## config.mk

```make
export PLATFORM = sky130hd
export DESIGN_NAME = shift_unit_flat
export DESIGN_NICKNAME = d
export VERILOG_FILES = /design/src/rtl/shift_unit_pkg.sv /design/src/rtl/shift_unit_if.sv /design/src/rtl/shift_step.sv /design/src/rtl/shift_unit.sv /design/src/flat_wrapper.sv
export SDC_FILE = /design/constraint.sdc
export NUM_CORES = 1
export LEC_CHECK = 0
export ABC_AREA = 1
export CAP_MARGIN = 10
export CORE_UTILIZATION = 40
export CTS_BUF_LIST = sky130_fd_sc_hd__clkbuf_2
export CTS_CLUSTER_SIZE = 25
export DETAILED_ROUTE_END_ITERATION = 8
export PLACE_DENSITY = 0.74
export SYNTH_ARGS = -nofsm -noshare
export SYNTH_HDL_FRONTEND = slang
export SYNTH_SLANG_ARGS = --single-unit
```

## constraint.sdc

```tcl
create_clock -name clk -period 1.46 [get_ports clk]
set_input_delay 0.219 -clock clk [delete_from_list [all_inputs] [get_ports clk]]
set_output_delay 0.219 -clock clk [all_outputs]
set_load 0.01 [all_outputs]
```

## src/rtl/shift_unit_pkg.sv

```systemverilog
// Shared definitions for the multi-cycle shifter: operation codes and FSM states.
package shift_pkg;

  localparam logic [1:0] OP_LSL = 2'b00;
  localparam logic [1:0] OP_LSR = 2'b01;
  localparam logic [1:0] OP_ASR = 2'b10;
  localparam logic [1:0] OP_ROR = 2'b11;

  typedef enum logic [1:0] {
    S_IDLE  = 2'b00,
    S_SHIFT = 2'b01,
    S_DONE  = 2'b10
  } state_t;

endpackage

```

## src/rtl/shift_unit_if.sv

```systemverilog
// Request/result bundle between the ALU sequencer (master) and the shifter (slave).
interface shift_unit_if #(
  parameter int WIDTH = 8
);
  localparam int SHW = $clog2(WIDTH);

  logic             start;
  logic [1:0]       op;
  logic [WIDTH-1:0] d_in;
  logic [SHW-1:0]   shamt;
  logic             busy;
  logic             done;
  logic [WIDTH-1:0] d_out;
  logic             carry;
  logic             zero;

  modport master (
    output start, op, d_in, shamt,
    input  busy, done, d_out, carry, zero
  );

  modport slave (
    input  start, op, d_in, shamt,
    output busy, done, d_out, carry, zero
  );

endinterface

```

## src/rtl/shift_step.sv

```systemverilog
// One shifter iteration: moves a word by k (0..STEP) places for the given op.
// Each result bit is a (STEP+1):1 mux over the candidate source bits.
module shift_step
  import shift_pkg::*;
#(
  parameter int WIDTH = 8,
  parameter int STEP  = 1
) (
  input  logic [WIDTH-1:0]             work,
  input  logic [1:0]                   op,
  input  logic [$clog2(STEP+1)-1:0]    k,
  output logic [WIDTH-1:0]             res,
  output logic                         out_bit
);

  genvar gi, gj;

  generate
    for (gi = 0; gi < WIDTH; gi++) begin : g_bit
      logic [STEP:0] col;
      for (gj = 0; gj <= STEP; gj++) begin : g_amt
        logic lsl_b, lsr_b, asr_b, ror_b;
        if (gi >= gj) begin : g_lsl_in
          assign lsl_b = work[gi-gj];
        end else begin : g_lsl_fill
          assign lsl_b = 1'b0;
        end
        // Right shifts past the top take zero (LSR) or the sign bit (ASR).
        if (gi + gj < WIDTH) begin : g_rs_in
          assign lsr_b = work[gi+gj];
          assign asr_b = work[gi+gj];
        end else begin : g_rs_fill
          assign lsr_b = 1'b0;
          assign asr_b = work[WIDTH-1];
        end
        assign ror_b = work[(gi+gj) % WIDTH];
        assign col[gj] = (op == OP_LSL) ? lsl_b :
                         (op == OP_LSR) ? lsr_b :
                         (op == OP_ASR) ? asr_b : ror_b;
      end
      assign res[gi] = col[k];
    end
  endgenerate

  logic [STEP:0] ob;
  assign ob[0] = 1'b0;

  generate
    for (gj = 1; gj <= STEP; gj++) begin : g_out
      // The last bit leaving the word: top side for LSL, bottom side otherwise.
      assign ob[gj] = (op == OP_LSL) ? work[WIDTH-gj] : work[gj-1];
    end
  endgenerate

  assign out_bit = ob[k];

endmodule

```

## src/rtl/shift_unit.sv

```systemverilog
// Multi-cycle shifter: LSL/LSR/ASR/ROR, up to STEP places per clock, with a
// start/busy/done handshake and registered result, carry and zero flags.
module shift_unit
  import shift_pkg::*;
#(
  parameter int WIDTH = 8,
  parameter int STEP  = 1
) (
  input  logic       clk,
  input  logic       reset,
  shift_unit_if.slave bus
);

  localparam int SHW = $clog2(WIDTH);
  localparam int KW  = $clog2(STEP+1);
  localparam logic [SHW:0] STEP_EXT = (SHW+1)'(STEP);

  state_t           state_q, state_d;
  logic [WIDTH-1:0] work_q, work_d;
  logic [SHW-1:0]   rem_q, rem_d;
  logic [1:0]       op_q, op_d;
  logic             carry_w_q, carry_w_d;
  logic [WIDTH-1:0] d_out_q, d_out_d;
  logic             carry_q, carry_d;
  logic             zero_q, zero_d;

  logic [SHW:0]     rem_ext, k_full;
  logic [KW-1:0]    k;
  logic             last_step, accept, load_out;
  logic [WIDTH-1:0] step_res;
  logic             step_out;

  assign rem_ext   = {1'b0, rem_q};
  assign k_full    = (rem_ext < STEP_EXT) ? rem_ext : STEP_EXT;
  assign k         = KW'(k_full);
  assign last_step = (rem_ext <= STEP_EXT);
  assign accept    = (state_q == S_IDLE) && bus.start;

  shift_step #(
    .WIDTH (WIDTH),
    .STEP  (STEP)
  ) u_step (
    .work    (work_q),
    .op      (op_q),
    .k       (k),
    .res     (step_res),
    .out_bit (step_out)
  );

  always_ff @(posedge clk or posedge reset) begin
    if (reset) begin
      state_q <= S_IDLE;
    end else begin
      state_q <= state_d;
    end
  end

  always_comb begin
    state_d = state_q;
    unique case (state_q)
      S_IDLE: begin
        if (accept) begin
          state_d = (bus.shamt == '0) ? S_DONE : S_SHIFT;
        end
      end
      S_SHIFT: begin
        if (last_step) begin
          state_d = S_DONE;
        end
      end
      S_DONE:  state_d = S_IDLE;
      default: state_d = S_IDLE;
    endcase
  end

  always_comb begin
    bus.busy  = (state_q != S_IDLE);
    bus.done  = (state_q == S_DONE);
    bus.d_out = d_out_q;
    bus.carry = carry_q;
    bus.zero  = zero_q;
  end

  // Result registers load only on the transition into DONE, from the value
  // the work register is receiving on that same edge.
  assign load_out = (state_d == S_DONE) && (state_q != S_DONE);

  always_comb begin
    work_d    = work_q;
    rem_d     = rem_q;
    op_d      = op_q;
    carry_w_d = carry_w_q;
    if (accept) begin
      work_d    = bus.d_in;
      rem_d     = bus.shamt;
      op_d      = bus.op;
      carry_w_d = 1'b0;
    end else if (state_q == S_SHIFT) begin
      work_d    = step_res;
      rem_d     = rem_q - SHW'(k_full);
      carry_w_d = step_out;
    end
  end

  always_comb begin
    d_out_d = d_out_q;
    carry_d = carry_q;
    zero_d  = zero_q;
    if (load_out) begin
      d_out_d = work_d;
      carry_d = carry_w_d;
      zero_d  = (work_d == '0);
    end
  end

  always_ff @(posedge clk or posedge reset) begin
    if (reset) begin
      work_q    <= '0;
      rem_q     <= '0;
      op_q      <= OP_LSL;
      carry_w_q <= 1'b0;
      d_out_q   <= '0;
      carry_q   <= 1'b0;
      zero_q    <= 1'b1;
    end else begin
      work_q    <= work_d;
      rem_q     <= rem_d;
      op_q      <= op_d;
      carry_w_q <= carry_w_d;
      d_out_q   <= d_out_d;
      carry_q   <= carry_d;
      zero_q    <= zero_d;
    end
  end

endmodule

```

## src/flat_wrapper.sv

```systemverilog
// flat-port wrapper written by rule: the top's interface ports become plain ports
module shift_unit_flat import shift_pkg::*;
#(
  parameter int WIDTH = 8,
  parameter int STEP  = 1
)
  (clk, reset, bus_start, bus_op, bus_d_in, bus_shamt, bus_busy, bus_done, bus_d_out, bus_carry, bus_zero);
  shift_unit_if #(.WIDTH(WIDTH)) bus_i ();
  input  logic clk;
  input  logic reset;
  input wire logic [$bits(bus_i.start)-1:0] bus_start;
  input wire logic [$bits(bus_i.op)-1:0] bus_op;
  input wire logic [$bits(bus_i.d_in)-1:0] bus_d_in;
  input wire logic [$bits(bus_i.shamt)-1:0] bus_shamt;
  output wire logic [$bits(bus_i.busy)-1:0] bus_busy;
  output wire logic [$bits(bus_i.done)-1:0] bus_done;
  output wire logic [$bits(bus_i.d_out)-1:0] bus_d_out;
  output wire logic [$bits(bus_i.carry)-1:0] bus_carry;
  output wire logic [$bits(bus_i.zero)-1:0] bus_zero;
  assign bus_i.start = bus_start;
  assign bus_i.op = bus_op;
  assign bus_i.d_in = bus_d_in;
  assign bus_i.shamt = bus_shamt;
  assign bus_busy = bus_i.busy;
  assign bus_done = bus_i.done;
  assign bus_d_out = bus_i.d_out;
  assign bus_carry = bus_i.carry;
  assign bus_zero = bus_i.zero;
  shift_unit #(.WIDTH(WIDTH), .STEP(STEP)) u_core (.clk(clk), .reset(reset), .bus(bus_i));
endmodule
```

Word level (Yosys, flattened, before mapping):

Index checks and enable logic that the tools add are counted.
W data, S select, Z words.

* bits in registers: 26
* latch bits: 0
* RAM bits: 0
* memory bits (read-only): 0
* input port bits: 16
* memories kept: 0

* add/sub/neg operators: 1
* multipliers: 0
* div/mod/pow operators: 0
* $lt $le $gt $ge: 3
* eq/ne operators: 6
* shifts and indexed selects: 0
* mux-type cells: 40
* bitwise gates (word level): 0
* reductions and logical operators: 8

Operators by type and width (count)
* $mux W1: 31
* $mux W8: 2
* $mux W3: 3
* $logic_not A8 Y1: 1
* $eq A2 B2 Y1 const B: 3
* $mux W2: 3
* $eq A2 B1 Y1 const B: 2
* $logic_not A2 Y1: 2
* $pmux W2 S2: 1
* $reduce_bool A2 Y1: 2
* $le A3 B1 Y1 const B: 1
* $logic_not A3 Y1: 1
* $lt A3 B1 Y1 const B: 1
* $sub A3 B3 Y3: 1
* $logic_and A1 B1 Y1: 2
* $lt A1 B2 Y1 const B: 1
* $ne A2 B2 Y1 const B: 1

Logic depth before layout (Yosys ltp):

* depth after elaboration: 9
* depth in mapped cells: 11
* gate-level depth less buffers: 11

Modules after synthesis:

Synthesis repeated with hierarchy kept, for this count alone.

* cells, all modules: 207
* area total of the unflattened synthesis: 1546.5 µm²

By module, submodules not included
* shift_unit: times used 1, cells an instance 158, area an instance 1305.0 µm²
* shift_step: times used 1, cells an instance 49, area an instance 241.5 µm²

Worst setup path after synthesis:

Ideal clock, no wire load.

* path kind: register to register
* start point: register u_core.rem_q[1]
* end point: register u_core.d_out_q[0], in the netlist u_core.bus.d_out[0]
* setup time: 0.127 ns
* arrival time: 1.226 ns
* path slack: 0.107 ns
* cell stages (with the launch flop): 8
* path buffers: 1
* cells stage by stage: dfrtp_1 -> nor2_2 -> inv_1 -> o21ai_4 -> inv_2 -> buf_6 -> nand2_1 -> o21ai_0

RTL lines
* from (decl): line shift_unit.sv:20 `logic [SHW-1:0] rem_q, rem_d;`
* from (signal assigned): line shift_unit.sv:127 `rem_q <= rem_d;`
* $le A3 B1 Y1: line shift_unit.sv:36 `assign last_step = (rem_ext <= STEP_EXT);`
* $mux W2: line shift_unit.sv:67 `if (last_step) begin`
* $pmux W2 S2: line shift_unit.sv:60 `unique case (state_q)`
* net u_core.state_d[1]: line shift_unit.sv:18 `state_t state_q, state_d;`
* $eq A2 B2 Y1: line shift_unit.sv:86 `assign load_out = (state_d == S_DONE) && (state_q != S_DONE);`
* $logic_and A1 B1 Y1: line shift_unit.sv:86
* to (signal assigned): line shift_unit.sv:130 `d_out_q <= d_out_d;`
* to (decl): line shift_unit.sv:23 `logic [WIDTH-1:0] d_out_q, d_out_d;`

The timed path passes the listed nets, and every way through them passes these cells. The select of a mux whose other input is x is not followed.
A chain may end at the register's enable or synchronous reset.

Final worst setup path:

* start point: register u_core.state_q[0]
* end point: register u_core.zero_q, in the netlist u_core.bus.zero

* word-level cells in the longest chain between the ends: 6

RTL lines
* from (decl): line shift_unit.sv:18
* from (signal assigned): line shift_unit.sv:54 `state_q <= state_d;`
* $logic_not A2 Y1: line shift_unit.sv:37, shift_unit.sv:60
* $logic_and A1 B1 Y1: line shift_unit.sv:37 `assign accept = (state_q == S_IDLE) && bus.start;`
* $mux W2: line shift_unit.sv:62 `if (accept) begin`
* $pmux W2 S2: line shift_unit.sv:60
* $eq A2 B2 Y1: line shift_unit.sv:86
* $logic_and A1 B1 Y1: line shift_unit.sv:86
* to (signal assigned): line shift_unit.sv:132 `zero_q <= zero_d;`
* to (decl): line shift_unit.sv:25 `logic zero_q, zero_d;`

Several ways; a longest one is shown, not always the timed one.

==> impl_metrics.py <==
metrics = {
    "finish": {
        "num-nets-final": 257,
        "fraction_of_final_layout_cells_with_drive_strength_greater_than_1_pct": 26.9,
        "num_antenna_cells": 0,
        "postLayoutCoreUtil_pct": 60.7,
        "area_growth_syn_to_fin_pct": 44.4,
    },
    "sta": {
        "tns_ps": -103,
        "unrepaired_setup_endpoints_after_global_routing": "yes",
        "worstMarginPinSlew_ps": 391,
        "finalCriticalPeriod_ps": 1510,
        "timing.final.crit_share_pct": 104,
        "slew_headroom_pct": 73.7,
        "timing.final.hold_violations": 0,
        "finalSetupViolCount": 3,
        "fmaxAchievable_mhz": 660,
        "fin_worst_skew_ps": 15.5,
        "maxSlewViolCount": 0,
        "least_setup_slack_across_all_paths_after_layout_ps": -54.7,
    },
    "synth": {
        "ys_top_cells_by_area": "sky130_fd_sc_hd__dfrtp_1 (44%), sky130_fd_sc_hd__nand2_1 (18%), sky130_fd_sc_hd__inv_1 (5.8%)",
        "ys_seq_area_share_pct": 46.1,
        "postSynth.asyncResetShare_pct": 100,
        "synth_edf_count": 0,
        "synth.avg_cell_area_um2": 7.81,
        "synth_warnings": 0,
        "synth_largest_area_cell": "sky130_fd_sc_hd__dfrtp_1",
        "postSynthNetCount": 199,
        "synth_cells": 181,
        "postSynthRegisterBits": 26,
        "netlist.area_leader.share_pct": 44.2,
        "synth.lib_cells_used.distinct": 30,
        "netlist_area_um2": 1410,
        "primary_ff_master_synth": "sky130_fd_sc_hd__dfrtp_1",
    },
    "routing": {
        "drtIter0Drc": 39,
        "dr.pass1.iters": 4,
        "wirelength_mm": 3.14,
        "dr_total_vias": 1288,
        "viasPerCell": 4.54,
        "avgRoutedWirePerCell_um": 11.0,
        "drt_drc_violations_left": 0,
        "route.antenna.remaining_nets": 0,
    },
    "clock_tree": {
        "cts_root_buf": "sky130_fd_sc_hd__clkbuf_2",
        "clock_insertion_delay_worst_skew_ps": 350,
        "clk_path_buf_depth": 2,
        "tritoncts_clock_tree": "done",
        "maximum_level_of_the_cts_h_tree": 1,
        "worst_setup_hold_path_clk_slew_ps": 250,
        "cts_made_buffers": 3,
        "cts.sinks": 26,
    },
    "power_and_ir_drop": {
        "p_leak_uw": 0.00105,
        "finalPower_uw": 4830,
        "vdd_drop_max_v": 0.00112,
        "power_frac_comb_pct": 66.5,
        "seq_power_share_pct": 27.8,
        "power.density_nw_per_um2": 2360,
        "power_switching_uw": 2230,
        "switching_share_pct": 46.2,
        "power_report.internal_total_uw": 2600,
        "power.clock.fraction_pct": 5.7,
    },
    "setup_path": {
        "endpoint_kind": "flip-flop",
        "cp_data_required_time_ps": 1790,
        "worst-setup-path-type": "reg -> reg",
        "timing.critical_path.fanout_max": 6,
        "critPathArrivalTime_ps": 1840,
        "worst_setup_path_start_kind": "flip-flop",
    },
    "grt": {
        "antenna_found_initial": 0,
        "overflow": 0,
        "first_global_vias": 1144,
        "pin_count_of_the_biggest_net_entering_global_routing": 27,
        "grt_pass1_wl_mm": 4.91,
        "grt.total_usage_pct": 17.6,
    },
    "floorplanning": {
        "die_area_um2": 3780,
        "top_level_ports": 28,
        "chipWidth_um": 61.5,
        "initial_core_util_pct": 42.0,
        "core_area_um2": 3360,
        "die_h_um": 61.5,
        "core.rowCount": 21,
    },
    "placement": {
        "dp_slack_ps": -166,
        "port_buffers": 27,
        "place.gp.congestion": 0.834,
        "post-dp-hpwl_mm": 2.22,
    },
    "min_path": {
        "timing.hold.worst.class": "in -> async",
    },
    "flow_run": {
        "maxCapViolCount": 0,
    },
    "status": {
        "failed_checks": "setup timing",
        "run_status": "finished, violations left",
    },
}
## power by group through the flow
stage	registers, uW	logic (uW)	clock network [uW]
detailed placement	1340	2810	0
global route	1390	3560	300
global placement	1330	2780	0
floorplan	1370	1660	0
CTS	1320	2960	286
finish	1340	3210	276
## flip-flops by register name (all words and copies together), names as in the netlist
name / cells
u_core.bus.d_out: 8
u_core.state_q: 2
u_core.work_q: 8
u_core.bus.zero: 1
u_core.carry_w_q: 1
u_core.bus.carry: 1
u_core.rem_q: 3
u_core.op_q: 2
## path summary, 6_finish.rpt
check	slack [ps]	endpoint	depth (start not counted)	start
max in group asynchronous	1010	u_core.bus.zero$_DFFE_PP1P_	3	reset
max reg2reg	-50	u_core.bus.zero$_DFFE_PP1P_	10	u_core.state_q[0]$_DFF_PP0_
min reg2reg	510	u_core.bus.zero$_DFFE_PP1P_	2	u_core.bus.zero$_DFFE_PP1P_
min in group clk	370	u_core.op_q[1]$_DFFE_PP0P_	3	bus_op[1]
min	170	u_core.bus.d_out[7]$_DFFE_PP0P_	3	reset
max	-50	u_core.bus.zero$_DFFE_PP1P_	10	u_core.state_q[0]$_DFF_PP0_
## what timing repair did
item                                   CTS  global route
hold buffers                             0             0
gates cloned                             0             2
gates resized for setup                 32            14
endpoints found under the hold margin    0             0
setup endpoints to repair               19            23
pin swaps                                8             4
setup buffers                            4             2
## synth_stat cells (all sizes together) (2+ instances only)
| master | number |
|---|---|
| dfrtp | 25 |
| inv | 24 |
| a21oi | 3 |
| nor2 | 13 |
| nand2 | 71 |
| o21ai | 15 |
| ha | 2 |
| or2 | 5 |
| nand3 | 12 |
| buf | 3 |
## metrics by stage
stage	std cells	cell area (um^2)	hold slack, ps
floorplan	181	1410	258
global route	284	2040	242
CTS	281	1970	167
global placement	273	1880	462
finish	284	2040	167
detailed placement	273	1880	462
## layout make-up
cell class / instances / area (um^2)
clock buffers: 3 / 15.0
clock inverters: 1 / 3.75
fillers: 317 / 1320
inverters: 25 / 106
multi-input cells: 129 / 744
flip-flops and latches: 26 / 652
well taps: 46 / 57.6
repair buffers: 54 / 463
## worst max-delay path: stages (launching register included)
cell	delay, ps
sky130_fd_sc_hd__dfrtp_1	450
sky130_fd_sc_hd__buf_6	130
sky130_fd_sc_hd__nor2_4	80
sky130_fd_sc_hd__buf_6	130
sky130_fd_sc_hd__nand2_4	70
sky130_fd_sc_hd__or2_1	230
sky130_fd_sc_hd__nand2_2	90
sky130_fd_sc_hd__nand2_1	60
sky130_fd_sc_hd__nor2_2	120
sky130_fd_sc_hd__nand3_1	90
sky130_fd_sc_hd__nand2_1	60
## cells by family after synthesis
logic type | count (synthesis) | synth area share, %
simple gates | 102 | 32.3
fa+ha+maj | 2 | 1.77
xor+xnor | 1 | 0.620
buf+inv | 28 | 8.41
compound gates | 22 | 10.8
flops | 26 | 46.1
## layer usage
layer | track usage, % | up-vias | share of wire (%)
li1 | - | 674 | -
met1 | 25.7 | 585 | 50
met2 | 27.3 | 23 | 46
met3 | 1.89 | 6 | 2.4
met4 | 5.71 | 0 | 2.0
met5 | 0 | - | 0
## layout by cell type (no fill, tap or decap), drive strengths merged, types with 2 or more instances in the layout
cell type / n
ha: 2
nand2: 72
nor2: 13
buf: 29
nand3: 12
a21oi: 4
or2: 5
dfrtp: 25
clkbuf: 3
clkdlybuf4s50: 15
o21ai: 15
inv: 25
dlygate4sd2: 9
(Power assumes the default switching activity.)
